<file path="config.mk">
export PLATFORM = sky130hd
export DESIGN_NAME = interface_hcsr04_uc
export DESIGN_NICKNAME = d
export VERILOG_FILES = /design/src/rtl/interface_hcsr04_uc.sv
export SDC_FILE = /design/constraint.sdc
export NUM_CORES = 1
export LEC_CHECK = 0
export ABC_AREA = 1
export BUFFER_PORTS_ARGS = -buffer_cell sky130_fd_sc_hd__clkbuf_2
export CELL_PAD_IN_SITES_DETAIL_PLACEMENT = 1
export CELL_PAD_IN_SITES_GLOBAL_PLACEMENT = 1
export CORE_UTILIZATION = 43
export DETAILED_ROUTE_END_ITERATION = 10
export GPL_TIMING_DRIVEN = 0
export PLACE_DENSITY = 0.83
export SLEW_MARGIN = 20
export SYNTH_ARGS = -nofsm -noshare
export SYNTH_HDL_FRONTEND = slang
export SYNTH_SLANG_ARGS = --single-unit
</file>
<file path="constraint.sdc">
create_clock -name clock -period 4.35 [get_ports clock]
set_clock_uncertainty 0.15 [all_clocks]
set_input_delay 0.87 -clock clock [delete_from_list [all_inputs] [get_ports clock]]
set_output_delay 0.87 -clock clock [all_outputs]
set_load 0.01 [all_outputs]
</file>
<file path="src/rtl/interface_hcsr04_uc.sv">
// -----------------------------------------------------------------------------
// interface_hcsr04_uc
// Control unit for one HC-SR04 ultrasonic measurement per request.
// Sequence: clear the cm counter, emit a TRIGGER_CYCLES-wide trigger pulse,
// synchronize the sensor echo and forward it as `pulso`, wait for the cm
// counter's `cm_pronto`, then latch its 3-digit BCD result into `medida`.
// An echo-timeout timer bounds the ESPERA_ECHO + MEDIDA window.
//
// Ports:
//   clock      in   system clock, rising edge
//   reset      in   synchronous, active-high reset
//   medir      in   level request to start a measurement
//   echo       in   raw (asynchronous) sensor echo
//   cm_pronto  in   done flag from the cm counter
//   cm_bcd     in   BCD distance from the cm counter {hundreds, tens, units}
//   trigger    out  sensor trigger pulse
//   pulso      out  synchronized echo, feeds the cm counter
//   zera_cm    out  one-clock clear request to the cm counter
//   medida     out  last valid BCD distance
//   pronto     out  measurement complete (held until the next request)
//   timeout    out  one-clock echo-timeout flag
//   db_estado  out  current state code, for debug
// -----------------------------------------------------------------------------
module interface_hcsr04_uc #(
  parameter int TRIGGER_CYCLES = 500,
  parameter int TIMEOUT_CYCLES = 2000000
) (
  input  logic        clock,
  input  logic        reset,
  input  logic        medir,
  input  logic        echo,
  input  logic        cm_pronto,
  input  logic [11:0] cm_bcd,
  output logic        trigger,
  output logic        pulso,
  output logic        zera_cm,
  output logic [11:0] medida,
  output logic        pronto,
  output logic        timeout,
  output logic [3:0]  db_estado
);

  // A parameter of 1 would give a zero-width counter; keep at least one bit.
  localparam int TRIG_W = (TRIGGER_CYCLES > 1) ? $clog2(TRIGGER_CYCLES) : 1;
  localparam int TO_W   = (TIMEOUT_CYCLES > 1) ? $clog2(TIMEOUT_CYCLES) : 1;

  localparam logic [TRIG_W-1:0] TRIG_LAST = TRIG_W'(TRIGGER_CYCLES - 1);
  localparam logic [TO_W-1:0]   TO_LAST   = TO_W'(TIMEOUT_CYCLES - 1);

  typedef enum logic [3:0] {
    ST_INICIAL       = 4'd0,
    ST_PREPARACAO    = 4'd1,
    ST_ENVIA_TRIGGER = 4'd2,
    ST_ESPERA_ECHO   = 4'd3,
    ST_MEDIDA        = 4'd4,
    ST_ESPERA_CM     = 4'd5,
    ST_ARMAZENA      = 4'd6,
    ST_FINAL         = 4'd7,
    ST_TIMEOUT       = 4'd8
  } estado_e;

  estado_e           estado_q, estado_d;
  logic [TRIG_W-1:0] trig_cnt_q, trig_cnt_d;
  logic [TO_W-1:0]   to_cnt_q, to_cnt_d;
  logic [11:0]       medida_q, medida_d;
  logic              echo_meta_q;
  logic              pulso_q;

  // ---------------------------------------------------------------------------
  // State, timers, result register and the two-flop echo synchronizer.
  // ---------------------------------------------------------------------------
  always_ff @(posedge clock) begin
    // NOTE: non-blocking assignments so every flop samples pre-edge values;
    // the synchronizer chain below depends on it to stay two flops deep.
    if (reset) begin
      estado_q    <= ST_INICIAL;
      trig_cnt_q  <= '0;
      to_cnt_q    <= '0;
      medida_q    <= 12'h000;
      echo_meta_q <= 1'b0;
      pulso_q     <= 1'b0;
    end else begin
      estado_q    <= estado_d;
      trig_cnt_q  <= trig_cnt_d;
      to_cnt_q    <= to_cnt_d;
      medida_q    <= medida_d;
      echo_meta_q <= echo;
      pulso_q     <= echo_meta_q;
    end
  end

  // ---------------------------------------------------------------------------
  // Next-state logic.
  // ---------------------------------------------------------------------------
  always_comb begin
    // NOTE: every variable gets a default first so no path can leave one
    // unassigned, which would otherwise infer a latch.
    estado_d   = estado_q;
    trig_cnt_d = trig_cnt_q;
    to_cnt_d   = to_cnt_q;
    medida_d   = medida_q;

    unique case (estado_q)
      ST_INICIAL: begin
        if (medir) estado_d = ST_PREPARACAO;
      end

      ST_PREPARACAO: begin
        trig_cnt_d = '0;
        to_cnt_d   = '0;
        estado_d   = ST_ENVIA_TRIGGER;
      end

      ST_ENVIA_TRIGGER: begin
        trig_cnt_d = trig_cnt_q + 1'b1;
        if (trig_cnt_q == TRIG_LAST) estado_d = ST_ESPERA_ECHO;
      end

      // The timeout window spans ESPERA_ECHO and MEDIDA together, so to_cnt
      // keeps counting across the transition between them.
      ST_ESPERA_ECHO: begin
        to_cnt_d = to_cnt_q + 1'b1;
        if (pulso_q)                  estado_d = ST_MEDIDA;
        else if (to_cnt_q == TO_LAST) estado_d = ST_TIMEOUT;
      end

      // An echo fall on the same clock as the last timeout count wins.
      ST_MEDIDA: begin
        to_cnt_d = to_cnt_q + 1'b1;
        if (!pulso_q)                 estado_d = ST_ESPERA_CM;
        else if (to_cnt_q == TO_LAST) estado_d = ST_TIMEOUT;
      end

      ST_ESPERA_CM: begin
        if (cm_pronto) estado_d = ST_ARMAZENA;
      end

      ST_ARMAZENA: begin
        medida_d = cm_bcd;
        estado_d = ST_FINAL;
      end

      ST_FINAL: begin
        if (medir) estado_d = ST_PREPARACAO;
      end

      ST_TIMEOUT: begin
        estado_d = ST_INICIAL;
      end

      default: begin
        estado_d = ST_INICIAL;
      end
    endcase
  end

  // Moore decodes of the state register; pulso and medida come from flops.
  assign trigger   = (estado_q == ST_ENVIA_TRIGGER);
  assign zera_cm   = (estado_q == ST_PREPARACAO);
  assign pronto    = (estado_q == ST_FINAL);
  assign timeout   = (estado_q == ST_TIMEOUT);
  assign db_estado = estado_q;
  assign pulso     = pulso_q;
  assign medida    = medida_q;

endmodule

</file>
### Yosys cells after proc, flatten, opt, wreduce, memory -nomap -nowiden

Index checks and enable logic that the tools add are counted.

* equal/unequal tests: 13
* reductions and logical operators: 6
* multiplexer cells: 9
* add/subtract/negate cells: 2

Operators with widths (count)
* $pmux W21 S2: 1
* $pmux W4 S7: 1
* $mux W4: 6
* $add A21 B1 Y21 const B: 1
* $eq A21 B21 Y1 const B: 1
* $pmux W9 S2: 1
* $eq A4 B3 Y1 const B: 4
* $add A9 B1 Y9 const B: 1
* $eq A9 B9 Y1 const B: 1
* $eq A4 B2 Y1 const B: 2
* $eq A4 B1 Y1 const B: 1
* $eq A4 B4 Y1 const B: 1
* $logic_not A4 Y1: 1
* $ne A2 B1 Y1 const B: 2
* $reduce_bool A2 Y1: 2
* $reduce_or A2 Y1: 2
* $reduce_and A3 Y1: 1
* $ne A2 B2 Y1 const B: 1

* register bits: 48
* input bits: 17
* word-level logic and storage cells: 36
* output and inout bits: 21

### Longest topological paths before layout

Gate-level depths: netlist (run 1).

* depth after elaboration: 4
* depth in mapped cells: 12
* depth with buffers taken out: 11

### Worst setup path after synthesis (run 1)

No wires, ideal clock.

* path type: reg2out
* from: register estado_q[0], in the netlist db_estado[0]
* to: output zera_cm
* stages on the path, launching flop included: 3
* data arrival time: 918 ps
* path slack: 2412 ps
* path buffers: 0
* cell sequence: dfxtp_1 inv_2 nor3_4

* cells in the longest elaborated chain, start to end: 1

RTL lines
* from (decl): RTL line 62 `estado_e estado_q, estado_d;`
* from (signal assigned): RTL line 83 `estado_q <= estado_d;`
* $eq A4 B1 Y1: RTL line 159 `assign zera_cm = (estado_q == ST_PREPARACAO);`
* to (decl): RTL line 36 `output logic zera_cm,`

No other way between the ends.

### Worst setup path after layout (run 1)

* from: register estado_q[3], in the netlist db_estado[3]
* to: output zera_cm

The elaborated chain is that of the path after synthesis.

==> out/summary.txt, run 1 <==
DRT iter0 DRCs: 79
CP Cell Sequence: inv_2 > nand2_2 > nor3_4 > clkbuf_2
top cell type by total area after synthesis: dfxtp_1
per-cell routed wire length: 14.04 um
first-pass GRT wire length: 11.41 mm
placed cell areas: 2744 um2
R2R Path Start: db_estado[3]
CP max-delay cell: nor3_4
most frequent cells in the layout: nand2_1, nor2_1, dfxtp_1
WHS Endpoint: pulso
top_reg_cell synth: dfxtp_1
total of max-cap violations: 0
Synth top area share: 38.93%
Leak Pwr: 1.179 nW
largest net degree at the start of global routing: 16
Vias: 2465
type of the worst min-delay path: reg2reg
EDFF count, synth: 0
most area-consuming cells after synthesis: dfxtp_1, nand2_1, nor2_1
Setup Buffers After CTS: 0
CTS tree: done
WP data arrival: 1680 ps
Hold Crit Start: echo_meta_q
pwr dens: 390.9 nW/um2
HPWL after DPL: 5.092 mm
Root Driver: clkbuf_8
clk slew on worst S/H paths: 90 ps
clock tree sinks: 48
Total Power: 1.107 mW
Mapped Area: 2469 um2
synthesized net count: 380
status: completed
Async SR Flop Fraction: 0%
R2R Setup Slk: 2400 ps
area growth from synthesis to layout: 14.75%
fin area: 2833 um2
vias per std cell: 5.157
Filler cells: 769
CP top delay family: simple AND/OR/NAND/NOR gates
Synth Warn #: 0
initial antenna violation count: 0
most common cell after layout, fill and taps aside: nand2_1
Buf/Inv on CP: 2
Worst-Skew Late Latency: 310 ps
reg-to-reg endpoint: trig_cnt_q[5]
die area: 6048 um2
Max-slew headroom: 59.95%
Mapped Avg Cell Area: 6.838 um2
Die Height: 77.77 um
worst hold margin: 260.8 ps
post-synthesis register bit count: 48
highest clock rate: 370.8 MHz
num ports: 38
worst-path maximum fanout: 10
number of I/O port buffers: 37
FP Rows: 27
ant diodes: 0
Sequential Area: 960.9 um2
CP Capture Type: primary output
Finished Layout Cells: 478
initial core utilization: 44.83%
worst-case clock buffer depth: 2
period utilization: 61.99%
drt drc: 0
Cell variety after synth: 33
Die Wd: 77.77 um
Final Net Count: 424
proportion of layout cells with a drive suffix above 1: 17.98%
Post-Place Cells: 470
Post-CTS Resized: 0
Required @ worst endpoint: 3330 ps
vias in the first global route: 2535
Worst-Margin Slew: 598.8 ps
Inserted Clock Buffers: 5
area of the multi-input gates: 1279 um2
hold buffer count at CTS: 0
Worst VDD drop: 0.0002890 V
register area share after synthesis: 38.93%
Placeable Area: 5507 um2
Total Routed Length: 6.713 mm
endpoints failing setup: 0
fin. max-slew vios: 0
Crit Path Category: reg2out
post-route minimum period: 2697 ps
CTS H-tree lvls: 2
final hold vios: 0
GRT Resource Usage Total: 24.11%
Worst path depth: 4
RSZ-0062 raised after global routing: false
CP startpoint kind: flip-flop
synthesized instance count: 361
grt ovf: 0
GP Congestion: 0.8843
Setup TNS: 0 ps
antenna viol nets, final: 0
CP peak stage delay: 490 ps
worst reg2reg path depth: 8
First-pass DRT Iterations: 4
Hold Path Stages: 2
[how the worst max path moves through the flow]
stage	startpoint	end	slack [ps]
2_1_floorplan	db_estado[0]	zera_cm	2410
3_3_place_gp	db_estado[3]	zera_cm	1990
3_5_place_dp	db_estado[3]	zera_cm	1970
4_1_cts	db_estado[3]	zera_cm	1630
5_1_grt	db_estado[3]	zera_cm	1560
6_report	db_estado[3]	zera_cm	1650
[state kept, by name, summed over array words and instances (netlist names)]
signal and count:
to_cnt_q 21, medida 12, trig_cnt_q 9, db_estado 4
echo_meta_q 1, pulso 1
[final cells by class]
cell class / instances / share of cell area, %
timing repair buffer: 37 / 6.537
clock buffer: 6 / 2.562
multi-input combinational: 258 / 45.14
clock inverter: 2 / 0.5742
buffer: 10 / 2.120
inverter: 45 / 5.963
sequential: 48 / 33.92
tap: 72 / 3.180
[Yosys cell counts, types with 3 or more instances]
cell and number:
nor3_1 7, nor2_4 6, dfxtp_1 48, nand4_1 5
nand2_1 74, a211oi_1 7, o21ai_0 24, nand2_2 5
nor2_1 63, nor4_1 3, clkbuf_1 6, nand3_1 15
a21oi_1 27, inv_2 6, inv_1 39
[per-stage QoR]
| step | worst slack, ps | utilization, % |
|---|---|---|
| 2_1_floorplan | 2412 | - |
| 3_3_place_gp | 1995 | 49.83 |
| 3_5_place_dp | 1971 | 49.83 |
| 4_1_cts | 1627 | 51.44 |
| 5_1_grt | 1560 | 51.44 |
| 6_report | 1653 | 51.44 |
[kinds of logic (layout without fill, tap and decap cells)]
kind of cell             Yosys count  in the layout  synth area share (%)
AND/OR/NAND/NOR                  188            188                 35.18
AO/OA/AOI/OAI                     68             68                 15.61
buffers and inverters             55            100                 9.275
flip-flops                        48             48                 38.93
adder cells (fa/ha/maj)            2              2                 1.014
[where the power goes]
part / switching [mW] / leakage (nW) / internal, mW
clock network: 0.160 / 0.0414 / 0.115
registers: 0.0191 / 0.388 / 0.460
logic: 0.238 / 0.750 / 0.116
total: 0.417 / 1.18 / 0.690
[worst min-delay path, stage by stage, from the launching register on]
cell and delay [ps]:
dfxtp_1 300, inv_1 40, nor2_1 30
[layer usage]
metal	vias up	wire length, um	GRT usage, %
met5	-	0	0
met4	0	76	7.547
met3	6	238	4.706
met2	40	3192	41.68
met1	1158	3205	29.92
li1	1261	-	-
No activity file was read; power rests on OpenSTA's default activity.
==> run 2: changes to the inputs <==
Settings changed: CORE_UTILIZATION 43 to 40, PLACE_DENSITY 0.83 to 0.78.
Clock period 4.35 ns to 2.8 ns, I/O delays scaled along.
==> out/summary.txt, run 2 (synthesized netlist as in run 1, its figures left out) <==
status: completed
Total Routed Length: 6.658 mm (-0.82%)
Worst VDD drop: 0.0004566 V (+58%)
Worst-Margin Slew: 574.3 ps (-24.51 ps)
R2R Setup Slk: 840 ps (-1560 ps)
fin. max-slew vios: 0 (unchanged)
NetSw: 0.6351 mW (+52%)
Biggest register: to_cnt_q
Die Wd: 80.56 um (+3.6%)
post-route minimum period: 2369 ps
Setup TNS: 0 ps (unchanged)
die area: 6490 um2 (+7.3%)
Net Sw Frac: 34.87% (-2.8 points)
final hold vios: 0 (unchanged)
endpoints failing setup: 0 (unchanged)
type of the worst min-delay path: reg2reg
vias per std cell: 5.133 (-0.46%)
Finished Layout Cells: 481 (+0.63%)
area growth from synthesis to layout: 16.22%
worst reg2reg path depth: 8 (unchanged)
Crit Path Category: reg2out
largest net degree at the start of global routing: 16 (unchanged)
WP data arrival: 1660 ps (-20 ps)
GRT Resource Usage Total: 22.41% (-1.7 points)
worst-path maximum fanout: 10 (unchanged)
Setup crit start: db_estado[3]
clock tree sinks: 48 (unchanged)
HPWL after DPL: 5.124 mm (+0.64%)
proportion of layout cells with a drive suffix above 1: 18.23% (+0.25 points)
highest clock rate: 422.1 MHz
Worst-Skew Late Latency: 310 ps (about the same)
drt drc: 0 (unchanged)
most frequent cells in the layout: nand2_1, nor2_1, dfxtp_1
Setup WS pre-CTS: 750.7 ps (-1221 ps)
worst setup margin: 430.8 ps (-1223 ps)
Die Height: 80.56 um (+3.6%)
FP Rows: 28 (+3.7%)
DRT iter0 DRCs: 81 (+2.5%)
power share of the combinational group: 29.5% (-2.4 points)
vias in the first global route: 2446 (-3.5%)
Root Driver: clkbuf_8
CP startpoint kind: flip-flop
worst-case clock buffer depth: 2 (unchanged)
Inserted Clock Buffers: 5 (unchanged)
Vias: 2469 (+0.16%)
First-pass DRT Iterations: 4 (unchanged)
ant diodes: 0 (unchanged)
Filler cells: 796 (+3.5%)
most common cell after layout, fill and taps aside: nand2_1
initial core utilization: 41.69% (-3.1 points)
Seq pwr share: 40.9% (-2.4 points)
Internal Power: 1.186 mW (+72%)
Required @ worst endpoint: 2090 ps (-1240 ps)
Post-CTS Resized: 0 (unchanged)
fin area: 2869 um2 (+1.3%)
hold buffer count at CTS: 0 (unchanged)
R2R Path Start: db_estado[3]
total of max-cap violations: 0 (unchanged)
Setup Buffers After CTS: 0 (unchanged)
first-pass GRT wire length: 11.25 mm (-1.4%)
CTS H-tree lvls: 2 (unchanged)
initial antenna violation count: 0 (unchanged)
grt ovf: 0 (unchanged)
Post-Place Cells: 473 (+0.64%)
period utilization: 84.62%
per-cell routed wire length: 13.84 um (-1.4%)
max reg flops: 21 (unchanged)
antenna viol nets, final: 0 (unchanged)
Placeable Area: 5921 um2 (+7.5%)
placed cell areas: 2748 um2 (+0.14%)
number of I/O port buffers: 37 (unchanged)
num ports: 38 (unchanged)
CTS tree: done
Leak Pwr: 1.199 nW (+1.7%)
clk slew on worst S/H paths: 100 ps (about the same)
Critical path destination: zera_cm
Final Net Count: 424 (unchanged)
power share of the clock group: 29.5% (+4.7 points)
GP Congestion: 0.8563 (-3.2%)
reg-to-reg endpoint: trig_cnt_q[5]
pwr dens: 634.9 nW/um2 (+62%)
RSZ-0062 raised after global routing: false
CP Capture Type: primary output
worst hold margin: 266.2 ps (+5.411 ps)
Max-slew headroom: 61.59% (+1.6 points)
==> run 2: changes by cell type in the layout (fill, tap and decap cells not counted) <==
cell / change
clkbuf_8: +1
clkinvlp_4: -1
bufinv_16: +1
clkbuf_1: -1
==> run 2: stage by stage <==
stage / util (%) / total power, mW
floorplan: - / 1.143
global placement: 46.41 / 1.297
detailed placement: 46.41 / 1.308
CTS: 48.46 / 1.848
global route: 48.46 / 1.929
finish: 48.46 / 1.821
==> run 2: worst min-delay path by stage <==
stage	start	to	slack [ps]	cells after the start
after floorplan	echo_meta_q	pulso	240	2
after global placement	echo_meta_q	pulso	250	2
after detailed placement	echo_meta_q	pulso	250	2
after CTS	echo_meta_q	pulso	270	2
after global routing	echo_meta_q	pulso	280	2
final	echo_meta_q	pulso	270	2
==> run 2: cell type report <==
| type | count | area (um2) | share of cell area, % |
|---|---|---|---|
| tap | 75 | 93.84 | 3.271 |
| buffer | 10 | 60.06 | 2.093 |
| sequential | 48 | 960.9 | 33.49 |
| inverter | 45 | 168.9 | 5.887 |
| clock buffer | 6 | 82.58 | 2.878 |
| clock inverter | 2 | 38.79 | 1.352 |
| timing repair buffer | 37 | 185.2 | 6.454 |
| multi-input combinational | 258 | 1279 | 44.57 |
==> run 2: layer usage <==
| layer | vias up | global-route usage [%] | part of all wire [%] |
|---|---|---|---|
| li1 | 1257 | - | - |
| met1 | 1168 | 29.50 | 49 |
| met2 | 38 | 36.86 | 47 |
| met3 | 6 | 4.545 | 3.1 |
| met4 | 0 | 6.071 | 1.1 |
| met5 | - | 0 | 0 |
==> run 2: power groups by stage <==
stage / Clock (mW) / Combinational, mW / Sequential (mW)
6_report: 0.538 / 0.538 / 0.746
5_1_grt: 0.572 / 0.606 / 0.751
4_1_cts: 0.554 / 0.548 / 0.746
3_5_place_dp: 0 / 0.546 / 0.762
3_3_place_gp: 0 / 0.537 / 0.760
2_1_floorplan: 0 / 0.376 / 0.767
==> run 2: worst max-delay path, stage by stage (launching register included) <==
cell	delay [ps]
dfxtp_1	380
inv_2	120
nand2_2	130
nor3_4	470
clkbuf_2	230
==> run 3: changes to the inputs <==
Clock period 2.8 ns to 2.3 ns, I/O delays scaled along.
==> out/summary.txt, run 3 (synthesized netlist as in run 1, its figures left out) <==
status: completed
Vias: 2472 (+0.12%)
fin util: 48.58% (+0.13 points)
CP Capture Type: primary output
per-cell routed wire length: 14.07 um (+1.7%)
period utilization: 88.83%
placed cell areas: 2748 um2 (unchanged)
endpoints failing setup: 0 (unchanged)
CTS tree: done
proportion of layout cells with a drive suffix above 1: 18.43% (+0.20 points)
Worst VDD drop: 0.0005224 V (+14%)
Placeable Area: 5921 um2 (unchanged)
HPWL after DPL: 5.124 mm (unchanged)
total of max-cap violations: 0 (unchanged)
pwr dens: 777.9 nW/um2 (+23%)
most common cell after layout, fill and taps aside: nand2_1
Total Routed Length: 6.782 mm (+1.9%)
worst-path maximum fanout: 10 (unchanged)
Die Wd: 80.56 um (unchanged)
worst-case clock buffer depth: 2 (unchanged)
initial antenna violation count: 0 (unchanged)
DRT iter0 DRCs: 94 (+16%)
CP Cell Sequence: inv_2 > nand2_2 > nor2_2 > buf_4 > clkbuf_2
Worst-Skew Late Latency: 310 ps (about the same)
GP Congestion: 0.8563 (unchanged)
first-pass GRT wire length: 11.33 mm (+0.68%)
area growth from synthesis to layout: 16.52%
RSZ-0062 raised after global routing: false
CP peak stage delay: 380 ps (-90 ps)
max reg flops: 21 (unchanged)
clk slew on worst S/H paths: 100 ps (about the same)
First-pass DRT Iterations: 4 (unchanged)
Max-slew headroom: 62.48% (+0.89 points)
highest clock rate: 489.5 MHz
WP data arrival: 1430 ps (-230 ps)
Die Height: 80.56 um (unchanged)
Leak Pwr: 1.204 nW (+0.42%)
Required @ worst endpoint: 1690 ps (-400 ps)
Biggest register: to_cnt_q
Worst-Margin Slew: 562.8 ps (-11.49 ps)
fin. max-slew vios: 0 (unchanged)
number of I/O port buffers: 37 (unchanged)
vias per std cell: 5.129 (about the same)
FP Rows: 28 (unchanged)
most frequent cells in the layout: nand2_1, nor2_1, dfxtp_1
Root Driver: clkbuf_8
ant diodes: 0 (unchanged)
Post-CTS Resized: 0 (unchanged)
worst hold margin: 192.1 ps (-74.17 ps)
clock tree sinks: 48 (unchanged)
vias in the first global route: 2452 (+0.25%)
type of the worst min-delay path: in2reg
Inserted Clock Buffers: 5 (unchanged)
antenna viol nets, final: 0 (unchanged)
drt drc: 0 (unchanged)
fin area: 2877 um2 (+0.26%)
CP startpoint kind: flip-flop
die area: 6490 um2 (unchanged)
initial core utilization: 41.69% (unchanged)
CP max-delay cell: dfxtp_1
final hold vios: 0 (unchanged)
CTS H-tree lvls: 2 (unchanged)
Setup TNS: 0 ps (unchanged)
GRT Resource Usage Total: 22.67% (+0.26 points)
num ports: 38 (unchanged)
Final Net Count: 425 (+0.24%)
post-route minimum period: 2043 ps
grt ovf: 0 (unchanged)
Total Power: 2.238 mW (+23%)
largest net degree at the start of global routing: 16 (unchanged)
Crit Path Category: reg2out
run 3: cell count changes in the layout (fill, tap and decap cells not counted):
cell	previous run	this run
buf_4	2	3
run 3: metal layers:
layer	routed length, um	vias up	global-route usage (%)
met5	0	-	0
met4	76	0	6.071
met3	207	6	4.545
met2	3255	36	37.80
met1	3242	1169	29.50
li1	-	1261	-
run 3: path summary, 6_finish.rpt:
check | endpoint | depth (start not counted) | slack (ps) | start
min reg2reg | pulso | 2 | 270 | echo_meta_q
min | echo_meta_q | 3 | 190 | echo
max | trigger | 5 | 260 | db_estado[3]
max reg2reg | trig_cnt_q[5] | 9 | 360 | db_estado[3]
run 3: critical path: cells and delay by family (launching register included):
| family | cells | cell delay [ps] |
|---|---|---|
| buffers and inverters | 3 | 450 |
| flip-flops | 1 | 380 |
| AND/OR/NAND/NOR | 2 | 280 |
run 3: final cells by class:
type,count,area (um2)
plain buffers,10,60.06
clock buffers,6,82.58
clock inverters,2,38.79
fillers,796,3044
inverters,45,168.9
multi-input cells,258,1279
flip-flops and latches,48,960.9
well taps,75,93.84
repair buffers,38,192.7
run 3: report_power, final:
group | switching [mW] | internal [mW]
registers | 0.0384 | 0.870
clock network | 0.297 | 0.356
logic | 0.448 | 0.228
total | 0.784 | 1.45
run 3: repair_timing:
action,CTS,global route
setup endpoints to repair,1,0
buffers inserted,1,0
hold buffers,0,0
run 3: stage by stage:
step	instances	worst slack [ps]
global route	482	153.1
CTS	482	238.4
finish	482	257.0
global placement	473	370.4
floorplan	361	657.9
detailed placement	473	325.3
